### src/rtl/packetizer_ni.sv
// Transmit-side network interface: wraps core payload words into head/body/tail
// flits behind a single registered output slot feeding one router input port.
module packetizer_ni #(
    parameter int N             = 100,
    parameter int INDEX         = 1,
    parameter int DATA_WIDTH    = 32,
    parameter int TYPE_WIDTH    = 2,
    parameter int FlitPerPacket = 6,
    parameter int CNT_WIDTH     = 16,
    localparam int AW           = $clog2(N),
    localparam int PW           = DATA_WIDTH - TYPE_WIDTH
) (
    input  logic                  clk,
    input  logic                  rst,
    input  logic [PW-1:0]         data_in,
    input  logic [AW-1:0]         dest_in,
    input  logic                  valid_in,
    output logic                  ready_in,
    output logic [DATA_WIDTH-1:0] data_out,
    output logic                  valid_out,
    input  logic                  ready_out,
    output logic                  busy,
    output logic [CNT_WIDTH-1:0]  pkt_count,
    output logic                  dest_err
);

    typedef enum logic [1:0] {
        S_IDLE,
        S_PAYLOAD,
        S_DRAIN
    } state_t;

    localparam int CW         = $clog2(FlitPerPacket);
    localparam int LAST_INT   = FlitPerPacket - 2;
    localparam logic [CW-1:0] LAST_IDX = LAST_INT[CW-1:0];
    localparam logic [AW:0]   N_LIMIT  = N[AW:0];
    localparam logic [AW-1:0] SRC_IDX  = INDEX[AW-1:0];

    localparam logic [1:0] T_HEAD = 2'b01;
    localparam logic [1:0] T_BODY = 2'b10;
    localparam logic [1:0] T_TAIL = 2'b11;

    state_t                  r_state;
    logic [DATA_WIDTH-1:0]   r_data_out;
    logic                    r_valid_out;
    logic                    r_busy;
    logic [CNT_WIDTH-1:0]    r_pkt_count;
    logic                    r_dest_err;
    logic [CW-1:0]           r_word_cnt;

    state_t                  w_state_next;
    logic                    w_slot_free;
    logic                    w_ready_in;
    logic                    w_load;
    logic                    w_head_issue;
    logic                    w_tail_hs;
    logic                    w_is_last;
    logic                    w_dest_bad;
    logic [PW-1:0]           w_head_payload;
    logic [DATA_WIDTH-1:0]   w_flit;

    // Type field sits in the top bits; any type bits above the 2-bit code stay 0.
    function automatic logic [DATA_WIDTH-1:0] make_flit(input logic [1:0]    t,
                                                        input logic [PW-1:0] p);
        logic [DATA_WIDTH-1:0] f;
        f          = '0;
        f[PW-1:0]  = p;
        f[PW +: 2] = t;
        return f;
    endfunction

    always_comb begin
        // NOTE: every always_comb output gets a default first so no path can infer a latch.
        w_state_next   = r_state;
        w_ready_in     = 1'b0;
        w_load         = 1'b0;
        w_head_issue   = 1'b0;
        w_tail_hs      = 1'b0;
        w_flit         = '0;
        w_slot_free    = !r_valid_out || ready_out;
        w_is_last      = (r_word_cnt == LAST_IDX);
        w_dest_bad     = ({1'b0, dest_in} >= N_LIMIT);
        w_head_payload = '0;
        w_head_payload[AW-1:0]    = dest_in;
        w_head_payload[2*AW-1:AW] = SRC_IDX;

        case (r_state)
            S_IDLE: begin
                if (valid_in && w_slot_free) begin
                    w_load       = 1'b1;
                    w_head_issue = 1'b1;
                    w_flit       = make_flit(T_HEAD, w_head_payload);
                    w_state_next = S_PAYLOAD;
                end
            end
            S_PAYLOAD: begin
                w_ready_in = w_slot_free;
                if (valid_in && w_slot_free) begin
                    w_load = 1'b1;
                    w_flit = make_flit(w_is_last ? T_TAIL : T_BODY, data_in);
                    if (w_is_last) begin
                        w_state_next = S_DRAIN;
                    end
                end
            end
            S_DRAIN: begin
                // The tail leaving frees the slot, so a waiting head can go straight in.
                if (r_valid_out && ready_out) begin
                    w_tail_hs = 1'b1;
                    if (valid_in) begin
                        w_load       = 1'b1;
                        w_head_issue = 1'b1;
                        w_flit       = make_flit(T_HEAD, w_head_payload);
                        w_state_next = S_PAYLOAD;
                    end else begin
                        w_state_next = S_IDLE;
                    end
                end
            end
            default: w_state_next = S_IDLE;
        endcase
    end

    always_ff @(posedge clk) begin
        // NOTE: sequential state uses non-blocking assignments so all registers update together.
        if (rst) begin
            r_state     <= S_IDLE;
            r_data_out  <= '0;
            r_valid_out <= 1'b0;
            r_busy      <= 1'b0;
            r_pkt_count <= '0;
            r_dest_err  <= 1'b0;
            r_word_cnt  <= '0;
        end else begin
            r_state <= w_state_next;

            if (w_load) begin
                r_data_out  <= w_flit;
                r_valid_out <= 1'b1;
            end else if (w_slot_free) begin
                r_valid_out <= 1'b0;
            end

            if (w_head_issue) begin
                r_word_cnt <= '0;
                if (w_dest_bad) begin
                    r_dest_err <= 1'b1;
                end
            end else if (w_load) begin
                r_word_cnt <= r_word_cnt + CW'(1);
            end

            if (w_head_issue) begin
                r_busy <= 1'b1;
            end else if (w_tail_hs) begin
                r_busy <= 1'b0;
            end

            if (w_tail_hs) begin
                r_pkt_count <= r_pkt_count + CNT_WIDTH'(1);
            end
        end
    end

    assign ready_in  = w_ready_in;
    assign data_out  = r_data_out;
    assign valid_out = r_valid_out;
    assign busy      = r_busy;
    assign pkt_count = r_pkt_count;
    assign dest_err  = r_dest_err;

endmodule

### config.mk
export PLATFORM = sky130hd
export DESIGN_NAME = packetizer_ni
export DESIGN_NICKNAME = d
export VERILOG_FILES = /design/src/rtl/packetizer_ni.sv
export SDC_FILE = /design/constraint.sdc
export NUM_CORES = 1
export LEC_CHECK = 0
export BUFFER_PORTS_ARGS = -buffer_cell sky130_fd_sc_hd__buf_2
export CORE_ASPECT_RATIO = 1.2
export CORE_MARGIN = 4
export CORE_UTILIZATION = 46
export DETAILED_ROUTE_END_ITERATION = 16
export GPL_TIMING_DRIVEN = 0
export PLACE_DENSITY = 0.83
export SLEW_MARGIN = 20
export SYNTH_ARGS = -nofsm -noshare
export SYNTH_HDL_FRONTEND = slang
export SYNTH_SLANG_ARGS = --single-unit
### constraint.sdc
create_clock -name clk -period 2.4 [get_ports clk]
set_clock_uncertainty 0.05 [all_clocks]
set_input_delay 0.12 -clock clk [delete_from_list [all_inputs] [get_ports clk]]
set_output_delay 0.12 -clock clk [all_outputs]
set_load 0.03 [all_outputs]
== Yosys cells after proc, flatten, opt, wreduce, memory -nomap -nowiden ==
Cells that the tools add are included.
Widths: inputs -> output; s select.

* Register bits: 56
* Bits of input ports: 41
* Word-level logic and storage cells: 52

* $add $sub $neg: 2
* $lt $le $gt $ge: 1
* Equal/unequal tests: 7
* Muxes and demuxes: 24
* Reduce and logical (&&, ||, !) cells: 11

{| class="wikitable"
|+ Operators with widths
! kind !! number
|-
| $pmux 32 s3 || 1
|-
| $mux 31 || 3
|-
| $mux 32 || 1
|-
| $add 16x1->16 const B || 1
|-
| $mux 1 || 12
|-
| $mux 2 || 4
|-
| $ne 2x2->1 const B || 4
|-
| $ge 7x7->1 const B || 1
|-
| $pmux 2 s3 || 1
|-
| $pmux 1 s2 || 2
|-
| $reduce_and 4->1 || 1
|-
| $reduce_bool 2->1 || 2
|-
| $reduce_or 2->1 || 2
|-
| $add 3x1->3 const B || 1
|-
| $eq 3x3->1 const B || 1
|-
| $eq 2x1->1 const B || 1
|-
| $eq 2x2->1 const B || 1
|-
| $logic_and 1x1->1 || 2
|-
| $logic_not 2->1 || 1
|-
| $reduce_and 2->1 || 1
|-
| $logic_not 1->1 || 1
|-
| $logic_or 1x1->1 || 1
|}

== Longest topological paths before layout ==
Gate-level depths: netlist of the first run.

* Depth after elaboration: 6
* Depth in mapped cells: 5
* Gate-level depth less buffers: 5

== Worst setup path after synthesis of the first run ==
No wires, ideal clock.

* Path kind: reg2reg
* Start point: reg r_pkt_count[0] (netlist: pkt_count[0])
* End point: reg r_pkt_count[12] (netlist: pkt_count[12])
* Arrival time: 1.592 ns
* Path slack: 0.688 ns
* Stages on the path, launching flop included: 6
* Buffers on the path: 0
* Period minus slack after synthesis: 1.712 ns
* Path through: dfxtp_1 ha_1 nand3_1 or2_1 or3_1 a21oi_1

* Longest elaborated chain between the ends: 1

{| class="wikitable"
|+ RTL lines
! element !! RTL line !! RTL
|-
| start: declaration || 47 || <nowiki>logic [CNT_WIDTH-1:0] r_pkt_count;</nowiki>
|-
| start signal: assignment || 160 || <nowiki>r_pkt_count <= r_pkt_count + CNT_WIDTH'(1);</nowiki>
|-
| $add 16x1->16 || 160 ||
|}

Every way passes these cells.
A chain may end at the register's enable or synchronous reset.

== Worst setup path after layout of the first run ==
* Start point: reg r_valid_out (netlist: valid_out)
* End point: reg r_word_cnt[2]

* Longest elaborated chain between the ends: 6
* Elaborated cells between the ends (all ways): 9

{| class="wikitable"
|+ RTL lines
! element !! RTL line !! RTL
|-
| start: declaration || 45 || <nowiki>logic r_valid_out;</nowiki>
|-
| start signal: assignment || 129 || <nowiki>r_valid_out <= 1'b0;</nowiki>
|-
| start signal: assignment || 139 || <nowiki>r_valid_out <= 1'b1;</nowiki>
|-
| start signal: assignment || 141 || <nowiki>r_valid_out <= 1'b0;</nowiki>
|-
| $logic_not 1->1 || 80 || <nowiki>w_slot_free = !r_valid_out || ready_out;</nowiki>
|-
| $logic_or 1x1->1 || 80 ||
|-
| $logic_and 1x1->1 || 89, 98 ||
|-
| $mux 1 || 89, 98 ||
|-
| $pmux 1 s2 || 87 || <nowiki>case (r_state)</nowiki>
|-
| $reduce_or 2->1 (no line) || -- ||
|-
| end signal: assignment || 150 || <nowiki>r_word_cnt <= r_word_cnt + CW'(1);</nowiki>
|-
| end: declaration || 49 || <nowiki>logic [CW-1:0] r_word_cnt;</nowiki>
|}

Several ways; a longest one is shown, not always the timed one.

==> results.tsv, run 1 <==
metric	value	unit
synth-seq-cells	56	
ys_types	41	
cts_buffer_depth	2	
overflow	0	
syn-cell-area	2240	um2
via_per_inst	5.30	
combPwrFrac	0.155	
synthCells	249	
seq_power_share	0.565	
period_needed	1.82	ns
cts_resized	0	
finalCritPeriodShare	0.759	
whs_path_depth	3	
rows	27	
drive_above_1_share	0.295	
min_path_type	input port to flop	
num_antenna_cells	0	
die_w	71.7	um
grt_max_degree	16	
clkTransAtPathRegs	0.09	ns
nNetsFinal	407	
numCtsBuffers	5	
final_cells	421	
grt_usage	0.196	
coreArea	4660	um2
worstSetupPathType	flop to flop	
fmaxAchievable	549	MHz
end_kind	flop	
async_flop_share	0	
setup_violations	0	
clkPwrFrac	0.281	
arrival	2.00	ns
run_status	finished clean	
power.switching	0.472	mW
sw_frac_of_total	0.272	
dpl.hpwl	4.21	mm
slew_violations	0	
postRouteAntennaNets	0	
critPathRequiredTime	2.58	ns
synthTopCellsByCount	56 x dfxtp_1, 47 x nor2_1, 22 x a22oi_1	
finalWorstSetupSlack	0.577	ns
finalWirelength	5.87	mm
power.static_leakage	1.36	nW
synth-main-ff-cell	dfxtp_1	
dr.pass1.iters	4	
drv_cap	0	
grt_pass1_wl	9.60	mm
grt_setup_unrepaired	no	
worst_pin_slew	0.508	ns
p_total	1.73	mW
synth_area_leader_cell	dfxtp_1	
clock_latency	0.30	ns
pwr_density_cell	577	nW/um2
syn_nets	293	
grt_pass1_vias	2103	
die_area	6060	um2
cts_tree	done	
cts_sinks	56	
synth.yosys.warnings	0	
synth.area.top_cells	dfxtp_1 50%, nor2_1 7.9%, a22oi_1 7.4%, a221oi_1 2.7%, a21oi_1 2.7%	
synth-seq-area-share	0.500	
max_slew_margin	0.661	
worstSetupStartpointType	flop	
io_buffers	91	
fill_cells	408	
cell_internal_pwr	1.26	mW
vias	2233	
synth.avg_cell_area	9.00	um2
initial_core_util	0.481	
crit_fanout	10	
hold_viol	0	
tns	0	ns
place_inst	398	
drc	0	
whs	0.0119	ns
root_buffer	clkbuf_8	
pin_count	93	
antenna_found_initial	0	
wl_per_cell	13.9	um
htree_levels	2	
worst-r2r-cell-count	5	
preCtsSetupSlack	0.643	ns
synth_edf_count	0	
die-height	84.5	um
area_growth_syn_to_layout	34.2	%
ir_drop	0.351	mV
gp_congestion	0.832	
dr.first_iter.drc_count	80	
netlist.area_leader.share	0.500	
yosysMostFrequentCell	dfxtp_1	
==> critical path, cell delays in order (launching register included) <==
cell      delay [ns]
dfxtp_1         0.40
nor2b_1         0.19
o211ai_2        0.31
clkbuf_1        0.44
o21ai_0         0.20
a21oi_1         0.18
==> cells by family after synthesis <==
kind of cell	synth area share
simple gates	0.217
fa+ha+maj	0.0168
buf+inv	0.0435
compound gates	0.183
flops	0.500
xor+xnor	0.0391
==> per-layer routing <==
layer / GRT usage / part of all wire / wire (um)
met3: 0.0575 / 0.076 / 447
met4: 0.0684 / 0.015 / 90
met1: 0.223 / 0.42 / 2490
met5: 0 / 0 / 0
met2: 0.345 / 0.48 / 2840
==> sequential cells by signal (all words and copies together), names as in the netlist <==
register and cells:
pkt_count 16, data_out 32, r_word_cnt 3, r_state 2, valid_out 1, dest_err 1
busy 1
==> path summary, 6_finish.rpt <==
path | startpoint | slack, ns | to
max reg2reg | valid_out$_SDFFE_PP0P_ | 0.58 | r_word_cnt[2]$_SDFFE_PP0P_
min reg2reg | dest_err$_SDFFE_PP0P_ | 0.44 | dest_err$_SDFFE_PP0P_
min | data_in[21] | 0.01 | data_out[21]$_SDFFE_PP0P_
max | valid_out$_SDFFE_PP0P_ | 0.58 | r_word_cnt[2]$_SDFFE_PP0P_
==> cell type report <==
class                   count  area, um2  area share
plain buffers              15       63.8      0.0212
inverters                   9       33.8      0.0112
multi-input cells         169       1020       0.340
clock inverters             1       5.00     0.00166
clock buffers               6       72.6      0.0241
flip-flops and latches     56       1120       0.373
repair buffers            107        616       0.205
well taps                  58       72.6      0.0241
==> power groups by stage <==
stage               sequential, mW  combinational (mW)  clock, mW
floorplan                     1.05               0.102          0
global placement             0.999               0.244          0
detailed placement            1.00               0.250          0
CTS                          0.979               0.270      0.505
global route                 0.984               0.293      0.539
finish                       0.979               0.269      0.487
==> cells in the final DEF (no fill, tap or decap), types with 2 or more instances in the layout <==
master	synthesis	routed
a211oi_1	2	2
a21oi_1	12	12
a221oi_1	7	7
a22oi_1	22	22
and4_1	3	3
buf_2	3	94
clkbuf_1	10	11
clkbuf_8	0	5
dfxtp_1	56	56
dlygate4sd3_1	0	16
ha_1	3	3
inv_1	9	9
nand2_1	10	10
nand2b_1	2	2
nand3_1	5	5
nand4_1	3	3
nor2_1	47	47
nor2b_1	2	2
nor3_1	8	8
nor4_1	2	2
o21ai_0	6	6
o31ai_1	2	2
or2_1	2	2
or2_2	2	2
or3_1	4	4
or4_1	2	2
xnor2_1	5	5
xor2_1	5	5
==> stage by stage <==
step                      utilization  area [um2]
final                           0.645        3010
after global routing            0.645        3010
after CTS                       0.645        3010
after detailed placement        0.594        2770
after global placement          0.594        2770
after floorplan                     -        2240
==> timing repair <==
item / CTS / global route
endpoints found under the hold margin: 16 / 0
hold buffers: 16 / 0
setup buffers: 0 / 0
Note: power is estimated with default switching activity, not from simulation.
==> run 2: changes to the inputs <==
clock period = 1.8 ns   (was 2.4 ns; I/O delays follow)
==> run 2 against run 1 <==
Against the previous run:
- count of clock-buffer cells in the layout did not move
- flip-flop and latch count did not move
- maximum frequency rose by 9.6%
- cell area rose by 2.5%
- largest cell class unchanged
==> results.tsv, run 2 (same netlist as run 1, synthesis figures left out) <==
metric	value	unit
nNetsFinal	414	
design_area	3080	um2
grt_pass1_wl	9.86	mm
num_antenna_cells	0	
max_slew_margin	0.658	
whs	0.00851	ns
die_area	6060	um2
slowest_delay	0.42	ns
cts_setup_buffers	0	
drc	0	
root_buffer	clkbuf_8	
fin_util	0.661	
pwr_density_cell	753	nW/um2
hold_path.startpoint	data_in[5]	
critPathRequiredTime	1.99	ns
multi_input_area	1020	um2
ir_drop	0.466	mV
finalWorstSetupSlack	0.137	ns
power.static_leakage	1.40	nW
initial_core_util	0.481	
htree_levels	2	
antenna_found_initial	0	
clock_latency	0.30	ns
worstSetupStartpointType	flop	
dr.pass1.iters	4	
cts_tree	done	
dpl.hpwl	4.21	mm
grt_pass1_vias	2171	
final_common_cell	buf_2	
setup_violations	0	
die_w	71.7	um
dr.first_iter.drc_count	98	
via_per_inst	5.29	
clkTransAtPathRegs	0.09	ns
slew_violations	0	
period_needed	1.66	ns
worst_pin_slew	0.513	ns
arrival	1.85	ns
wl_per_cell	13.9	um
pin_count	93	
io_buffers	91	
rows	27	
r2r-start	valid_out$_SDFFE_PP0P_	
coreArea	4660	um2
worst-path-buf-inv	1	
drive_above_1_share	0.300	
numCtsBuffers	5	
drv_cap	0	
fill_cells	395	
min_path_type	input port to flop	
vias	2265	
cts_sinks	56	
crit_fanout	10	
crit_family	compound AO/OA/AOI/OAI gates	
hold_viol	0	
worstSetupPathType	flop to flop	
gp_congestion	0.832	
die-height	84.5	um
end_kind	flop	
grt_setup_unrepaired	yes	
area_growth_syn_to_layout	37.5	%
largest_reg_flops	32	
run_status	finished clean	
grt_max_degree	16	
fmaxAchievable	601	MHz
layout_common_cells	94 x buf_2, 55 x dfxtp_1, 47 x nor2_1	
finalWirelength	5.97	mm
finalCritPeriodShare	0.924	
cp_cell_sequence	nor2b_1 > o211ai_2 > clkbuf_1 > a22oi_1 > nor2_1	
postRouteAntennaNets	0	
grt_usage	0.201	
overflow	0	
regArea	1120	um2
slowest_stage	clkbuf_1	
preCtsSetupSlack	0.0433	ns
cts_buffer_depth	2	
crit_start	valid_out$_SDFFE_PP0P_	
dpl_cell_area	2770	um2
==> run 2: cell types whose count changed in the layout (fill, tap and decap cells not counted), sizes merged <==
cell and delta:
dlygate4sd3 +7
==> run 2: worst reg2reg max path: stages, from the launching register on <==
cell	delay [ns]
dfxtp_2	0.37
nor2b_1	0.16
o211ai_2	0.31
clkbuf_1	0.42
a22oi_1	0.18
nor2_1	0.11
==> run 2: routing by layer <==
metal | track usage | vias to the layer above | wire, um | part of all wire
met1 | 0.224 | 1056 | 2500 | 0.42
met5 | 0 | - | 0 | 0
met2 | 0.359 | 74 | 2930 | 0.49
met4 | 0.0684 | 0 | 90 | 0.015
li1 | - | 1127 | - | -
met3 | 0.0611 | 8 | 454 | 0.076
==> run 2: report_power, final <==
part | internal, mW | switching (mW)
Sequential | 1.28 | 0.0259
Clock | 0.266 | 0.377
Combinational | 0.149 | 0.223
==> run 2: worst paths after layout <==
kind,slack [ns],end,cells past startpoint
hold reg to reg,0.43,dest_err$_SDFFE_PP0P_,2
setup / recovery,0.14,data_out[24]$_SDFFE_PP0P_,5
setup reg to reg,0.14,data_out[24]$_SDFFE_PP0P_,5
hold / removal,0.009,data_out[5]$_SDFFE_PP0P_,3
==> run 2: layout make-up <==
| cell class | count | area share |
|---|---|---|
| flip-flops and latches | 56 | 0.364 |
| multi-input cells | 169 | 0.332 |
| repair buffers | 114 | 0.222 |
| clock buffers | 6 | 0.0235 |
| well taps | 58 | 0.0235 |
| plain buffers | 15 | 0.0219 |
| inverters | 9 | 0.0110 |
| clock inverters | 1 | 0.00162 |
==> run 2: stage by stage <==
step,setup TNS (ns),instances,power [mW]
2_1_floorplan,0,249,1.54
3_3_place_gp,0,398,1.66
3_5_place_dp,0,398,1.67
4_1_cts,0,428,2.35
5_1_grt,-0.00554,428,2.43
6_report,0,428,2.32
==> run 2: what timing repair did <==
action	4_1_cts	5_1_grt
hold buffers	23	0
hold endpoints to repair	23	0
setup endpoints to repair	1	15
gates resized for setup	1	6
==> run 3: changes to the inputs <==
ABC_AREA = 1   (was default)
CORE_UTILIZATION = 45   (was 46)
CTS_BUF_LIST = sky130_fd_sc_hd__clkbuf_2   (was default)
PLACE_DENSITY = 0.84   (was 0.83)
clock period = 1.4 ns   (was 1.8 ns; I/O delays follow)
==> run 3 against run 2 <==
Against the previous run:
- the flow now finishes with violations (setup timing)
- cell count rose by 24%
- area after synthesis grew 5.1%
- flip-flop and latch count unchanged
- via count up 17%
- non-clock buffer count up 18
- setup slack worse by 0.18 ns
- cell area up 16%
- wire length grew 22%
- synthesized cell count grew 31%
- combinational power rose by 62%
- global-route usage grew 2.1 points
- highest routed layer unchanged
==> results.tsv, run 3 <==
metric	value	unit
run_status	complete, but fails checks	
violations	setup timing	
critPathRequiredTime	1.28	ns
cts_tree	done	
final_common_cell	nand2_1	
clock_latency	0.46	ns
min_path_type	input port to flop	
grt_setup_unrepaired	yes	
setup_violations	17	
r2r-start	r_state[0]$_SDFFE_PP0P_	
dr.pass1.iters	4	
postRouteAntennaNets	0	
htree_levels	2	
yosysMostFrequentCell	nand2_1	
synth.yosys.warnings	0	
finalWorstSetupSlack	-0.0401	ns
async_flop_share	0	
syn-cell-area	2350	um2
worstSetupStartpointType	flop	
dpl_cell_area	2900	um2
largest_reg_flops	32	
netlist.area_leader.share	0.476	
die_w	74.0	um
io_buffers	92	
regArea	1130	um2
slew_violations	0	
tns	-0.273	ns
cts_sinks	56	
clkTransAtPathRegs	0.29	ns
synth-main-ff-cell	dfxtp_1	
arrival	1.32	ns
whs	0.0470	ns
synthTopCellsByCount	96 x nand2_1, 56 x dfxtp_1, 47 x a21oi_1	
holdPathEnd	pkt_count[10]$_SDFFE_PP0P_	
place_inst	478	
overflow	0	
nNetsFinal	512	
initial_core_util	0.470	
fmaxAchievable	694	MHz
hold_viol	0	
via_per_inst	5.01	
ys_types	25	
period_needed	1.44	ns
hold_path.startpoint	rst	
gp_congestion	0.856	
preCtsSetupSlack	-0.0387	ns
worstSetupPathType	flop to primary output	
crit_fanout	4	
worst_pin_slew	0.563	ns
reg2reg_to	data_out[24]$_SDFFE_PP0P_	
whs_path_depth	3	
syn_nets	370	
rows	28	
die_area	6460	um2
grt_max_degree	18	
grt_usage	0.222	
pin_count	93	
end_kind	primary output	
drive_above_1_share	0.307	
antenna_found_initial	0	
coreArea	5010	um2
finalCritPeriodShare	1.03	
power.static_leakage	1.60	nW
synth_area_leader_cell	dfxtp_1	
wl_met2	3.67	mm
wl_met1	2.93	mm
design_area	3590	um2
synthCells	326	
fill_cells	372	
ir_drop	0.575	mV
synth-seq-area-share	0.476	
synth-seq-cells	56	
cts_buffer_depth	2	
die-height	87.2	um
grt_pass1_vias	2471	
num_antenna_cells	0	
rrSetupSlack	-0.04	ns
grt_pass1_wl	11.2	mm
multi_input_area	1160	um2
root_buffer	clkbuf_2	
wl_per_cell	13.8	um
worst-r2r-cell-count	9	
dr.first_iter.drc_count	161	
finalWirelength	7.30	mm
area_growth_syn_to_layout	52.4	%
top_layer	met4	
final_cells	529	
pwr_density_cell	860	nW/um2
p_total	3.09	mW
synth.avg_cell_area	7.22	um2
drc	0	
layout_common_cells	92 x nand2_1, 91 x buf_2, 49 x dfxtp_1	
numCtsBuffers	5	
vias	2652	
synth.area.top_cells	dfxtp_1 48%, nand2_1 15%, a21oi_1 10%, nor2_1 5.7%, inv_1 4.3%	
route.met3.wl	404	um
max_slew_margin	0.625	
dpl.hpwl	4.58	mm
fin_util	0.717	
synth_edf_count	0	
drv_cap	0	
-- run 3: worst max path at each step --
stage | start | to | slack, ns
6_report | r_state[0]$_SDFFE_PP0P_ | ready_in | -0.04
2_1_floorplan | valid_out$_SDFFE_PP0P_ | data_out[10]$_SDFFE_PP0P_ | 0.02
3_5_place_dp | r_state[1]$_SDFFE_PP0P_ | data_out[9]$_SDFFE_PP0P_ | -0.04
4_1_cts | r_state[0]$_SDFFE_PP0P_ | ready_in | -0.06
5_1_grt | r_state[0]$_SDFFE_PP0P_ | data_out[18]$_SDFFE_PP0P_ | -0.14
3_3_place_gp | r_state[1]$_SDFFE_PP0P_ | data_out[9]$_SDFFE_PP0P_ | 0.009
-- run 3: layout make-up --
type | count | area share
Clock buffer | 5 | 0.00697
Inverter | 29 | 0.0324
Timing Repair Buffer | 135 | 0.261
Tap cell | 60 | 0.0209
Sequential cell | 56 | 0.316
Multi-Input combinational cell | 229 | 0.322
Buffer | 12 | 0.0282
Clock inverter | 3 | 0.0119
-- run 3: what timing repair did --
action | CTS | global route
hold buffers | 40 | 0
gates resized for setup | 11 | 32
setup endpoints to repair | 28 | 47
hold endpoints to repair | 41 | 0
gates cloned | 0 | 2
buffers inserted | 1 | 0
pin swaps | 2 | 6
-- run 3: kinds of logic after synthesis --
kind of cell             Yosys count  synth area share
AND/OR/NAND/NOR                  158             0.285
AO/OA/AOI/OAI                     68             0.146
flip-flops                        56             0.476
buffers and inverters             41            0.0776
adder cells (fa/ha/maj)            3            0.0159
-- run 3: power breakdown --
part           total (mW)  switching [mW]  internal, mW
combinational       0.602           0.341         0.260
clock               0.804           0.507         0.297
sequential           1.68          0.0308          1.65
-- run 3: critical path, stage by stage, from the launching register on --
cell,delay (ns)
dfxtp_2,0.41
inv_4,0.05
nor2_4,0.11
inv_2,0.06
nor2_2,0.09
buf_6,0.14
-- run 3: per-layer routing --
layer  GRT usage  vias up
li1            -     1325
met1       0.267     1195
met2       0.382      107
met3      0.0370       25
met4      0.0988        0
met5           0        -
